[config.mk]
export PLATFORM = sky130hd
export DESIGN_NAME = aq_vlsu_ld_wb_sched
export DESIGN_NICKNAME = d
export VERILOG_FILES = /design/src/rtl/aq_vlsu_ld_wb_sched.sv
export SDC_FILE = /design/constraint.sdc
export NUM_CORES = 1
export LEC_CHECK = 0
export CAP_MARGIN = 15
export CORE_ASPECT_RATIO = 1.4
export CORE_UTILIZATION = 53
export CTS_BUF_LIST = sky130_fd_sc_hd__clkbuf_16
export CTS_CLUSTER_DIAMETER = 50
export CTS_CLUSTER_SIZE = 28
export DETAILED_ROUTE_END_ITERATION = 8
export PLACE_DENSITY = 0.8
export SETUP_SLACK_MARGIN = 0.05
export SYNTH_ARGS = -nofsm -noshare
export SYNTH_HDL_FRONTEND = slang
export SYNTH_SLANG_ARGS = --single-unit
[constraint.sdc]
create_clock -name align_clk -period 9.6 [get_ports align_clk]
set_clock_uncertainty 0.15 [all_clocks]
set_input_delay 2.4 -clock align_clk [delete_from_list [all_inputs] [get_ports align_clk]]
set_output_delay 2.4 -clock align_clk [all_outputs]
set_load 0.02 [all_outputs]
[src/rtl/aq_vlsu_ld_wb_sched.sv]
// Vector-load writeback scheduler: buffers align-buffer beats in a
// 3-entry FIFO and writes them to the VRF as vreg halves, in order.
module aq_vlsu_ld_wb_sched (
    input  logic        align_clk,
    input  logic        cpurst_b,
    input  logic        rtu_yy_xx_flush,
    input  logic        inst_start,
    input  logic [7:0]  inst_total_beats,
    input  logic [4:0]  inst_vreg_base,
    input  logic        ab_wb_vld,
    input  logic        ab_vld,
    input  logic [7:0]  ab_wb_bytes,
    input  logic [63:0] ab_wb_data,
    input  logic        lsu_abnormal_vld,
    input  logic        vrf_wb_ready,
    output logic        vrf_wb_vld,
    output logic [4:0]  vrf_wb_vreg,
    output logic        vrf_wb_half,
    output logic [7:0]  vrf_wb_bytes,
    output logic [63:0] vrf_wb_data,
    output logic        abnormal_ff,
    output logic        lsu_hold,
    output logic        ld_busy,
    output logic        ld_done
);

    typedef enum logic [1:0] {
        IDLE  = 2'd0,
        RUN   = 2'd1,
        DRAIN = 2'd2,
        DONE  = 2'd3
    } state_t;

    state_t      state_q, state_d;
    logic [1:0]  cnt_q, cnt_d;
    logic [1:0]  wr_ptr_q, wr_ptr_d;
    logic [1:0]  rd_ptr_q, rd_ptr_d;
    logic [7:0]  beat_cnt_q, beat_cnt_d;
    logic [7:0]  total_q, total_d;
    logic [4:0]  base_q, base_d;
    logic        abn_q, abn_d;
    logic        hold_q, hold_d;
    logic        first_q, first_d;
    logic        acc_q, acc_d;
    logic [71:0] mem_q [3];

    logic        push;
    logic        pop;
    logic        force_push;

    function automatic logic [1:0] ptr_inc(input logic [1:0] p);
        return (p == 2'd2) ? 2'd0 : p + 2'd1;
    endfunction

    assign vrf_wb_vld   = (cnt_q != 2'd0);
    assign {vrf_wb_bytes, vrf_wb_data} = mem_q[rd_ptr_q];
    assign vrf_wb_vreg  = base_q + beat_cnt_q[5:1];
    assign vrf_wb_half  = beat_cnt_q[0];
    assign abnormal_ff  = abn_q;
    assign lsu_hold     = hold_q;
    assign ld_busy      = (state_q != IDLE);
    assign ld_done      = (state_q == DONE);

    assign pop        = vrf_wb_vld && vrf_wb_ready;
    assign force_push = (state_q == DRAIN) && first_q && acc_q && ab_vld;
    assign push       = !rtu_yy_xx_flush &&
                        (((state_q == RUN) && ab_wb_vld) ||
                         ((state_q == DRAIN) && acc_q &&
                          (ab_wb_vld || force_push)));

    // Next-state, FIFO bookkeeping and flush override.
    always_comb begin
        state_d    = state_q;
        wr_ptr_d   = push ? ptr_inc(wr_ptr_q) : wr_ptr_q;
        rd_ptr_d   = pop ? ptr_inc(rd_ptr_q) : rd_ptr_q;
        beat_cnt_d = pop ? beat_cnt_q + 8'd1 : beat_cnt_q;
        total_d    = total_q;
        base_d     = base_q;
        abn_d      = abn_q;
        first_d    = 1'b0;
        acc_d      = acc_q;
        unique case ({push, pop})
            2'b10:   cnt_d = cnt_q + 2'd1;
            2'b01:   cnt_d = cnt_q - 2'd1;
            default: cnt_d = cnt_q;
        endcase
        unique case (state_q)
            IDLE: begin
                if (inst_start) begin
                    state_d    = RUN;
                    total_d    = inst_total_beats;
                    base_d     = inst_vreg_base;
                    beat_cnt_d = 8'd0;
                end
            end
            RUN: begin
                if (lsu_abnormal_vld) begin
                    state_d = DRAIN;
                    abn_d   = 1'b1;
                    first_d = 1'b1;
                    acc_d   = 1'b1;
                end else if (beat_cnt_d == total_q && cnt_d == 2'd0) begin
                    state_d = DONE;
                end
            end
            DRAIN: begin
                if (force_push) acc_d = 1'b0;
                if (cnt_q == 2'd0 && !push) state_d = DONE;
            end
            DONE: begin
                state_d = IDLE;
                abn_d   = 1'b0;
                acc_d   = 1'b0;
            end
        endcase
        hold_d = (cnt_d >= 2'd2);
        if (rtu_yy_xx_flush) begin
            state_d    = IDLE;
            cnt_d      = 2'd0;
            wr_ptr_d   = 2'd0;
            rd_ptr_d   = 2'd0;
            beat_cnt_d = 8'd0;
            abn_d      = 1'b0;
            hold_d     = 1'b0;
            first_d    = 1'b0;
            acc_d      = 1'b0;
        end
    end

    // Control state register.
    always_ff @(posedge align_clk or negedge cpurst_b) begin
        if (!cpurst_b) begin
            state_q    <= IDLE;
            cnt_q      <= 2'd0;
            wr_ptr_q   <= 2'd0;
            rd_ptr_q   <= 2'd0;
            beat_cnt_q <= 8'd0;
            total_q    <= 8'd0;
            base_q     <= 5'd0;
            abn_q      <= 1'b0;
            hold_q     <= 1'b0;
            first_q    <= 1'b0;
            acc_q      <= 1'b0;
        end else begin
            state_q    <= state_d;
            cnt_q      <= cnt_d;
            wr_ptr_q   <= wr_ptr_d;
            rd_ptr_q   <= rd_ptr_d;
            beat_cnt_q <= beat_cnt_d;
            total_q    <= total_d;
            base_q     <= base_d;
            abn_q      <= abn_d;
            hold_q     <= hold_d;
            first_q    <= first_d;
            acc_q      <= acc_d;
        end
    end

    // FIFO storage; contents are don't-care until written.
    always_ff @(posedge align_clk) begin
        if (push) mem_q[wr_ptr_q] <= {ab_wb_bytes, ab_wb_data};
    end

    a_no_overflow: assert property (
        @(posedge align_clk) disable iff (!cpurst_b)
        !(push && !pop && cnt_q == 2'd3));

endmodule

==> results.cfg, run 1 <==
[status]
run_status = finished, final reports clean

[place]
preCtsSetupSlack_ps = 3910
number_of_buffers_inserted_by_port_buffering = 175
hpwl_mm = 12.5
globalplace.congestion = 0.874

[worst_setup_path]
endpoint_kind = output port
critPathTopFamily = buffers and inverters
critPathMaxFanout = 46
criticalPathCategory = reg2out
critical-path-max-stage-delay_ps = 760
worst_ep_required_time_ps = 7050
crit_path_top_delay_cell = dfrtp_4
critPathArrivalTime_ps = 3250
worst-path-buf-inv = 2
critical_path.startpoint_type = flip-flop
crit_chain = buf_4, mux2i_1, o21ai_0, clkdlybuf4s50_1

[synthesis]
synth_ff_type = edfxtp_1
synth_fp_nets = 764
post_synth_inst_count = 659
area_of_the_mapped_netlist_sq_um = 9990
synth.distinct_cells = 47
ys_ff_latch = 249
yosysWarnings = 0
syn_area_per_cell_sq_um = 15.2
ys_seq_area_share_pct = 73.2
synthArstFlopShare_pct = 13.3
synth_enable_flop_cells = 216

[timing]
setup-violations-final = 0
finalWorstPathRequiredPeriod_ps = 5800
grt_setup_unrepaired = false
tns_ps = 0
min_period_over_period_pct = 60.4
report.final.slew_viol_count = 0
slew-limit-headroom_pct = 29.5
hold_violations = 0
whs_ps = 376
worstMarginPinSlew_ps = 1060
final_worst_setup_slack_ps = 3800
timing.fmax_mhz = 172

[route]
wl_per_cell_um = 18.2
ant_nets = 0
route.final.wire_length_mm = 19.8
detail_route.first_pass.iterations = 5
route.vias.total = 5887
first_iter_violations = 373
via_per_inst = 5.42
remaining_drc_errors = 0

[hold_path]
timing.hold.worst.class = reg2reg

[global_route]
grt_util_all_layers_pct = 20.2
grt_antenna_before_repair = 0
grt_start_max_net_pins = 98
first_pass_grt_wire_length_mm = 30.4
grt_overflow = 0
grt_pass1_vias = 6215

[clock_network]
h-tree-depth = 1
clockBufferDepth = 3
worst_path_clk_slew_ps = 80
cts_num_sinks = 249
cts.root.buffer_cell = clkbuf_16
cts_tree = yes
clk_latency_ps = 490
tritoncts.num_buffers = 19
ctsHoldBuffers = 0
cts_repair_resize_count = 0
post-cts-setup-buffers = 0

[floorplanning]
fp.dieH_um = 164
die_width_um = 118
fp.dieArea_sq_um = 19400
floorplan.initialDensity_pct = 53.9
placementRows = 59
io_pins = 176
core_area_sq_um = 18500

[layout]
layout-drive-gt1-share_pct = 7.47
ff_latch_area_sq_um = 7320
finalNetCount = 935
synthToLayoutAreaGrowth_pct = 26.6
utilization_pct = 68.2
fillerInstances = 1240
antenna-diode-count = 0
total_area_of_multi_input_combinational_cells_sq_um = 2520

[flow_run]
cap_violations = 0

[power]
power.density_nw_per_um2 = 223
power.leakage_nw = 4.18
irDropWorstVdd_uv = 177
totalPowerFinal_mw = 2.82
## worst paths after layout
kind / start / endpoint / slack, ps / cells past startpoint
worst min register to register: base_q[0]$_DFFE_PN0P_ / base_q[0]$_DFFE_PN0P_ / 380 / 1
worst min-delay path: base_q[0]$_DFFE_PN0P_ / base_q[0]$_DFFE_PN0P_ / 380 / 1
worst max-delay path: rd_ptr_q[0]$_DFFE_PN0P_ / vrf_wb_data[35] / 3800 / 4
max in group asynchronous: cpurst_b / rd_ptr_q[1]$_DFFE_PN0P_ / 6810 / 2
worst max register to register: state_q[0]$_DFFE_PN0P_ / state_q[1]$_DFFE_PN0P_ / 6030 / 11
min in group asynchronous: cpurst_b / total_q[7]$_DFFE_PN0P_ / 2160 / 2
## worst register-to-register path, stage by stage (launching register included)
cell and delay, ps:
dfrtp_1 450, inv_1 170, ha_1 290, a41oi_1 190
or3_1 460, ha_1 380, nor2b_1 180, a22o_1 160
o2111ai_1 120, a2111o_1 320, nor4_2 230, mux2_1 360
## registers in the layout, summed over array words and instances, names as in the netlist
name	flops
base_q	5
wr_ptr_q	2
beat_cnt_q	8
abnormal_ff	1
state_q	2
rd_ptr_q	2
first_q	1
mem_q	216
lsu_hold	1
cnt_q	2
acc_q	1
total_q	8
## layout by cell type, fill, tap and decap left out, types with 2 or more instances in the layout
cell / count
edfxtp_1: 216
clkdlybuf4s50_1: 175
nand2_1: 82
mux2i_1: 77
o21ai_0: 77
dfrtp_1: 31
nor2_1: 25
clkbuf_16: 19
xnor2_1: 18
a21oi_1: 13
mux2_2: 13
inv_1: 12
ha_1: 11
buf_4: 6
nand2b_1: 5
nor3_1: 4
inv_6: 4
nor2b_1: 3
xor2_1: 3
inv_8: 3
or3_1: 2
o2111ai_1: 2
nand3_1: 2
a21o_1: 2
mux2_1: 2
clkinv_4: 2
clkinv_8: 2
dfrtp_4: 2
## per-layer routing
metal	share of wire, %	up-vias	track usage, %	routed length (um)
li1	-	2775	-	-
met1	36	2879	21.1	7110
met2	55	188	39.3	11000
met3	5.6	45	4.28	1120
met4	3.1	0	7.98	606
met5	0	-	0	0
## power breakdown
part	internal, mW	total (mW)	leakage (nW)	switching, mW
clock network	0.417	0.817	0.320	0.400
registers	1.26	1.33	2.37	0.0655
logic	0.321	0.669	1.48	0.348
total	2.00	2.82	4.18	0.813
## synthesized netlist by cell type, drive strengths merged, types with 10 or more instances
| library cell | instances | area [sq um] |
|---|---|---|
| buf | 10 | 48.8 |
| a21oi | 13 | 65.1 |
| edfxtp | 216 | 6490 |
| mux2i | 77 | 771 |
| ha | 11 | 138 |
| o21ai | 78 | 394 |
| nor2 | 26 | 100 |
| xnor2 | 18 | 158 |
| mux2 | 15 | 169 |
| inv | 12 | 45.0 |
| dfrtp | 33 | 826 |
| nand2 | 82 | 308 |
| clkbuf | 21 | 78.8 |
## area by class of cell
cell class                 count  share of cell area (%)
clock buffer                  19                    3.76
sequential                   249                    57.9
inverter                      12                   0.356
clock inverter                15                    1.43
multi-input combinational    367                    19.9
timing repair buffer         181                    14.2
tap                          244                    2.41
## logic make-up (layout without fill, tap and decap cells)
| group | count (synthesis) | in the layout | share of synthesized area, % |
|---|---|---|---|
| flip-flops | 249 | 249 | 73.2 |
| buffers and inverters | 43 | 227 | 1.73 |
| XOR/XNOR | 22 | 22 | 2.08 |
| AO/OA/AOI/OAI | 105 | 105 | 5.91 |
| AND/OR/NAND/NOR | 136 | 136 | 6.08 |
| adder cells (fa/ha/maj) | 12 | 12 | 1.58 |
| multiplexers | 92 | 92 | 9.41 |
## metrics by stage
| step | cell area, sq um | instances |
|---|---|---|
| 2_1_floorplan | 9990 | 659 |
| 3_5_place_dp | 12000 | 1053 |
| 6_report | 12600 | 1087 |
| 3_3_place_gp | 12000 | 1053 |
| 5_1_grt | 12600 | 1087 |
| 4_1_cts | 12600 | 1087 |
Note: power is estimated with default switching activity, not from simulation.
==> run 2: changes to the inputs <==
==> constraint.sdc (replaced) <==
create_clock -name align_clk -period 6 [get_ports align_clk]
set_clock_uncertainty 0.15 [all_clocks]
set_input_delay 1.5 -clock align_clk [delete_from_list [all_inputs] [get_ports align_clk]]
set_output_delay 1.5 -clock align_clk [all_outputs]
set_load 0.02 [all_outputs]
==> run 2 against run 1 <==
Net effect: register-to-register slack lost 3700 ps; critical path depth is the same; core utilization grew 0.18 points; sequential share of layout area shrank 0.15 points; sequential cell count is the same; routed wire length grew 0.73%; combinational power grew 60%; setup slack lost 2400 ps; hold slack lost 4.6 ps; cell count is essentially flat; clock power grew 62%; clock-buffer cell count is the same; largest cell class unchanged; largest power group unchanged.
==> results.cfg, run 2 (synthesis results as in run 1) <==
[status]
run_status = finished, final reports clean

[worst_setup_path]
criticalPathCategory = reg2out
critPathArrivalTime_ps = 2950
endpoint_kind = output port
rr_endpoint = state_q[0]$_DFFE_PN0P_
worst_ep_required_time_ps = 4350
critPathMaxFanout = 106
worst_r2r_startpoint = state_q[0]$_DFFE_PN0P_
setup.reg_to_reg.worst_slack_ps = 2300
rr_worst_depth = 11
critical_path.startpoint_type = flip-flop

[timing]
min_period_over_period_pct = 76.7
worstMarginPinSlew_ps = 1050
setup-violations-final = 0
hold_violations = 0
report.final.slew_viol_count = 0
whs_ps = 372
timing.fmax_mhz = 217
grt_setup_unrepaired = false
tns_ps = 0
final_worst_setup_slack_ps = 1400
finalWorstPathRequiredPeriod_ps = 4600
slew-limit-headroom_pct = 30.3

[route]
first_iter_violations = 403
route.vias.total = 5881
route.final.wire_length_mm = 20.0
remaining_drc_errors = 0
wl_per_cell_um = 18.4
detail_route.first_pass.iterations = 5
via_per_inst = 5.41
ant_nets = 0

[place]
hpwl_mm = 12.7
preCtsSetupSlack_ps = 1090
number_of_buffers_inserted_by_port_buffering = 175
globalplace.congestion = 0.828

[floorplanning]
io_pins = 176
die_width_um = 118
fp.dieH_um = 164
floorplan.initialDensity_pct = 53.9
placementRows = 59
fp.dieArea_sq_um = 19400
core_area_sq_um = 18500

[global_route]
grt_start_max_net_pins = 107
first_pass_grt_wire_length_mm = 30.6
grt_pass1_vias = 5980
grt_util_all_layers_pct = 20.4
grt_overflow = 0
grt_antenna_before_repair = 1

[layout]
antenna-diode-count = 0
leading_cell_type_in_the_layout_fill_and_taps_excluded = edfxtp_1
finalNetCount = 936
mostFrequentLayoutCells = edfxtp_1, clkdlybuf4s50_1, nand2_1
synthToLayoutAreaGrowth_pct = 26.9
largest_register = mem_q
largest_register_ffs = 216
top_regs = mem_q x216, beat_cnt_q x8, total_q x8
layout-drive-gt1-share_pct = 7.46

[clock_network]
cts_num_sinks = 249
tritoncts.num_buffers = 19
ctsHoldBuffers = 0
cts_tree = yes
clk_latency_ps = 500
cts.root.buffer_cell = clkbuf_16
h-tree-depth = 1
worst_path_clk_slew_ps = 80
clockBufferDepth = 3
cts_repair_resize_count = 0
post-cts-setup-buffers = 0

[power]
p_int_mw = 3.21
totalPowerFinal_mw = 4.50
netSwitchingFraction_pct = 28.8
comb_power_share_pct = 23.7
power.leakage_nw = 4.18
power.clock.fraction_pct = 29.2
irDropWorstVdd_uv = 332
power.net_switching_mw = 1.30
power.share.sequential_pct = 47.1
power.density_nw_per_um2 = 355

[hold_path]
timing.hold.worst.start = base_q[0]$_DFFE_PN0P_
min_to = base_q[0]$_DFFE_PN0P_
timing.hold.worst.class = reg2reg
timing.hold.worst_path_depth = 1

[flow_run]
cap_violations = 0
[run 2: changes by cell type in the layout (fill, tap and decap cells not counted)]
cell / change
clkinv_8: -1
buf_12: +1
clkinv_1: +1
inv_6: -1
inv_12: +1
nor3_4: +1
inv_8: +1
nor3b_2: -1
nor3b_4: +1
clkinv_2: -1
nor3_2: -1
[run 2: metal layers]
metal  GRT usage [%]  up-vias  share of wire (%)
met3            4.77       40                5.7
met5               0        -                  0
li1                -     2785                  -
met4            7.75        0                2.9
met1            22.5     2888                 37
met2            38.2      168                 54
[run 2: area by class of cell]
type / count / area (sq um)
well taps: 244 / 305
clock inverters: 15 / 183
flip-flops and latches: 249 / 7320
repair buffers: 182 / 1820
fillers: 1255 / 5850
inverters: 12 / 45.0
clock buffers: 19 / 475
multi-input cells: 367 / 2530
[run 2: worst max-delay path, cell delays in order (launching register included)]
cell,delay (ps)
dfrtp_4,1050
buf_4,480
nand2_1,150
o21ai_0,110
clkdlybuf4s50_1,630
[run 2: how the worst max path moves through the flow]
stage                            start                      to  slack [ps]  cells after the start
3_5_place_dp           rtu_yy_xx_flush  state_q[0]$_DFFE_PN0P_        1090                      9
4_1_cts        rd_ptr_q[1]$_DFFE_PN0P_         vrf_wb_data[32]        1350                      4
6_report       rd_ptr_q[1]$_DFFE_PN0P_         vrf_wb_data[27]        1400                      4
5_1_grt        rd_ptr_q[1]$_DFFE_PN0P_         vrf_wb_data[27]        1130                      4
2_1_floorplan                   ab_vld   mem_q[1][0]$_DFFE_PP_         110                      3
3_3_place_gp           rtu_yy_xx_flush  state_q[1]$_DFFE_PN0P_        1250                      9
[run 2: power by group through the flow]
stage / logic [mW] / clock network [mW] / registers [mW]
2_1_floorplan: 0.654 / 0 / 2.12
3_3_place_gp: 1.04 / 0 / 2.15
3_5_place_dp: 1.07 / 0 / 2.16
4_1_cts: 1.08 / 1.35 / 2.12
5_1_grt: 1.15 / 1.41 / 2.14
6_report: 1.07 / 1.32 / 2.12
[run 2: metrics by stage]
step / cell area [sq um] / utilization [%] / std cells
floorplan: 10000 / - / 659
global placement: 12000 / 64.9 / 1054
detailed placement: 12000 / 64.9 / 1054
CTS: 12700 / 68.4 / 1088
global route: 12700 / 68.4 / 1088
finish: 12700 / 68.4 / 1088
==> run 3: changes to the inputs <==
--- a/config.mk
+++ b/config.mk
@@ -7,12 +7,12 @@
 export LEC_CHECK = 0
 export CAP_MARGIN = 15
 export CORE_ASPECT_RATIO = 1.4
-export CORE_UTILIZATION = 53
+export CORE_UTILIZATION = 48
 export CTS_BUF_LIST = sky130_fd_sc_hd__clkbuf_16
 export CTS_CLUSTER_DIAMETER = 50
 export CTS_CLUSTER_SIZE = 28
 export DETAILED_ROUTE_END_ITERATION = 8
-export PLACE_DENSITY = 0.8
+export PLACE_DENSITY = 0.77
 export SETUP_SLACK_MARGIN = 0.05
 export SYNTH_ARGS = -nofsm -noshare
 export SYNTH_HDL_FRONTEND = slang
==> constraint.sdc (replaced) <==
create_clock -name align_clk -period 3.8 [get_ports align_clk]
set_clock_uncertainty 0.15 [all_clocks]
set_input_delay 0.95 -clock align_clk [delete_from_list [all_inputs] [get_ports align_clk]]
set_output_delay 0.95 -clock align_clk [all_outputs]
set_load 0.02 [all_outputs]
==> run 3 against run 2 <==
Net effect: die area up 10%; global-route usage down 1.9 points; sequential cell count unchanged; non-clock buffer count up 15; critical path depth unchanged; clock power up 58%; core utilization down 5.2 points; critical path type unchanged; largest cell class unchanged; largest power group unchanged.
==> results.cfg, run 3 (synthesis results as in run 1) <==
[clock_network]
clockBufferDepth = 3
worst_path_clk_slew_ps = 90
cts.root.buffer_cell = clkbuf_16
h-tree-depth = 1
cts_tree = yes
clk_latency_ps = 500
tritoncts.num_buffers = 18
cts_num_sinks = 249
ctsHoldBuffers = 0

[place]
hpwl_mm = 12.7
globalplace.congestion = 0.840
number_of_buffers_inserted_by_port_buffering = 175
dpl.cell_count = 1080

[layout]
total_area_of_multi_input_combinational_cells_sq_um = 2540
top_regs = mem_q x216, beat_cnt_q x8, total_q x8
finish.cell_count_without_fillers = 1113
mostFrequentLayoutCells = edfxtp_1, clkdlybuf4s50_1, nand2_1
finalNetCount = 950
utilization_pct = 63.2
largest_register_ffs = 216
synthToLayoutAreaGrowth_pct = 29.7
layout-drive-gt1-share_pct = 9.33
fillerInstances = 1517
antenna-diode-count = 0
largest_register = mem_q
leading_cell_type_in_the_layout_fill_and_taps_excluded = edfxtp_1
ff_latch_area_sq_um = 7320

[timing]
min_period_over_period_pct = 95.4
finalWorstPathRequiredPeriod_ps = 3630
hold_violations = 0
whs_ps = 369
report.final.slew_viol_count = 0
timing.fmax_mhz = 276
worstMarginPinSlew_ps = 819
setup-violations-final = 0
grt_setup_unrepaired = false
slew-limit-headroom_pct = 45.2
tns_ps = 0

[worst_setup_path]
launching_instance_or_port_of_the_critical_path = rd_ptr_q[0]$_DFFE_PN0P_
critPathMaxFanout = 29
worst_ep_required_time_ps = 2700
critPathArrivalTime_ps = 2530
critical-path-max-stage-delay_ps = 710
critical_path.startpoint_type = flip-flop
endpoint_kind = output port
worst_r2r_startpoint = state_q[0]$_DFFE_PN0P_
criticalPathCategory = reg2out
crit_path_top_delay_cell = dfrtp_4
crit_chain = buf_12, mux2i_1, o21ai_0, clkdlybuf4s50_1

[hold_path]
timing.hold.worst.class = reg2reg
timing.hold.worst.start = base_q[0]$_DFFE_PN0P_

[floorplanning]
die_width_um = 124
floorplan.initialDensity_pct = 48.8
fp.dieArea_sq_um = 21400
placementRows = 62
io_pins = 176
fp.dieH_um = 173
core_area_sq_um = 20500

[route]
via_per_inst = 5.24
remaining_drc_errors = 0
ant_nets = 0
first_iter_violations = 300
detail_route.first_pass.iterations = 4
route.vias.total = 5836
route.final.wire_length_mm = 19.9
wl_per_cell_um = 17.9

[global_route]
grt_util_all_layers_pct = 18.5
grt_antenna_before_repair = 0
first_pass_grt_wire_length_mm = 30.4
grt_overflow = 0
grt_pass1_vias = 5879
grt_start_max_net_pins = 73

[power]
power.density_nw_per_um2 = 552
power.leakage_nw = 4.30
irDropWorstVdd_uv = 467

[status]
run_status = finished, final reports clean

[flow_run]
cap_violations = 0
run 3: repair_timing:
item                                    in CTS  in global routing
resized for setup                            1                  1
endpoints found under the setup margin       1                 35
setup buffers                                0                  1
run 3: cell type report:
cell class              instances  share of cell area [%]
inverters                      12                   0.348
flip-flops and latches        249                    56.5
multi-input cells             367                    19.7
clock buffers                  19                    3.67
repair buffers                197                    15.9
clock inverters                13                    1.44
well taps                     256                    2.47
run 3: per-stage QoR:
step / setup slack (ps) / power (mW) / instance area (sq um)
CTS: 69.1 / 7.23 / 12900
global placement: -12.9 / 5.12 / 12300
detailed placement: -59.3 / 5.15 / 12300
floorplan: -149 / 4.38 / 10000
finish: 175 / 7.15 / 12900
global route: 61.0 / 7.47 / 12900
run 3: final timing paths:
| path | to | slack (ps) | cells past startpoint |
|---|---|---|---|
| setup reg to reg | state_q[1]$_DFFE_PN0P_ | 480 | 11 |
| hold reg to reg | base_q[0]$_DFFE_PN0P_ | 370 | 1 |
| setup / recovery | vrf_wb_data[16] | 170 | 4 |
| min in group asynchronous | rd_ptr_q[0]$_DFFE_PN0P_ | 770 | 1 |
| hold / removal | base_q[0]$_DFFE_PN0P_ | 370 | 1 |
| max in group asynchronous | beat_cnt_q[2]$_DFF_PN0_ | 2060 | 2 |
run 3: layer usage:
layer	global-route usage, %	part of all wire (%)	vias to the layer above	routed length (um)
met3	4.52	5.8	28	1160
li1	-	-	2812	-
met4	5.01	1.8	0	349
met1	20.7	38	2847	7620
met2	34.2	54	149	10800
met5	0	0	-	0
run 3: worst max-delay path, delay by kind of cell, from the launching register on:
family | cells | cell delay, ps
flip-flops | 1 | 710
AO/OA/AOI/OAI | 1 | 220
buffers and inverters | 2 | 950
multiplexers | 1 | 100
run 3: power by group:
group / total (mW) / switching [mW] / internal [mW]
Sequential: 3.34 / 0.156 / 3.19
Clock: 2.08 / 1.06 / 1.01
Combinational: 1.73 / 0.872 / 0.856
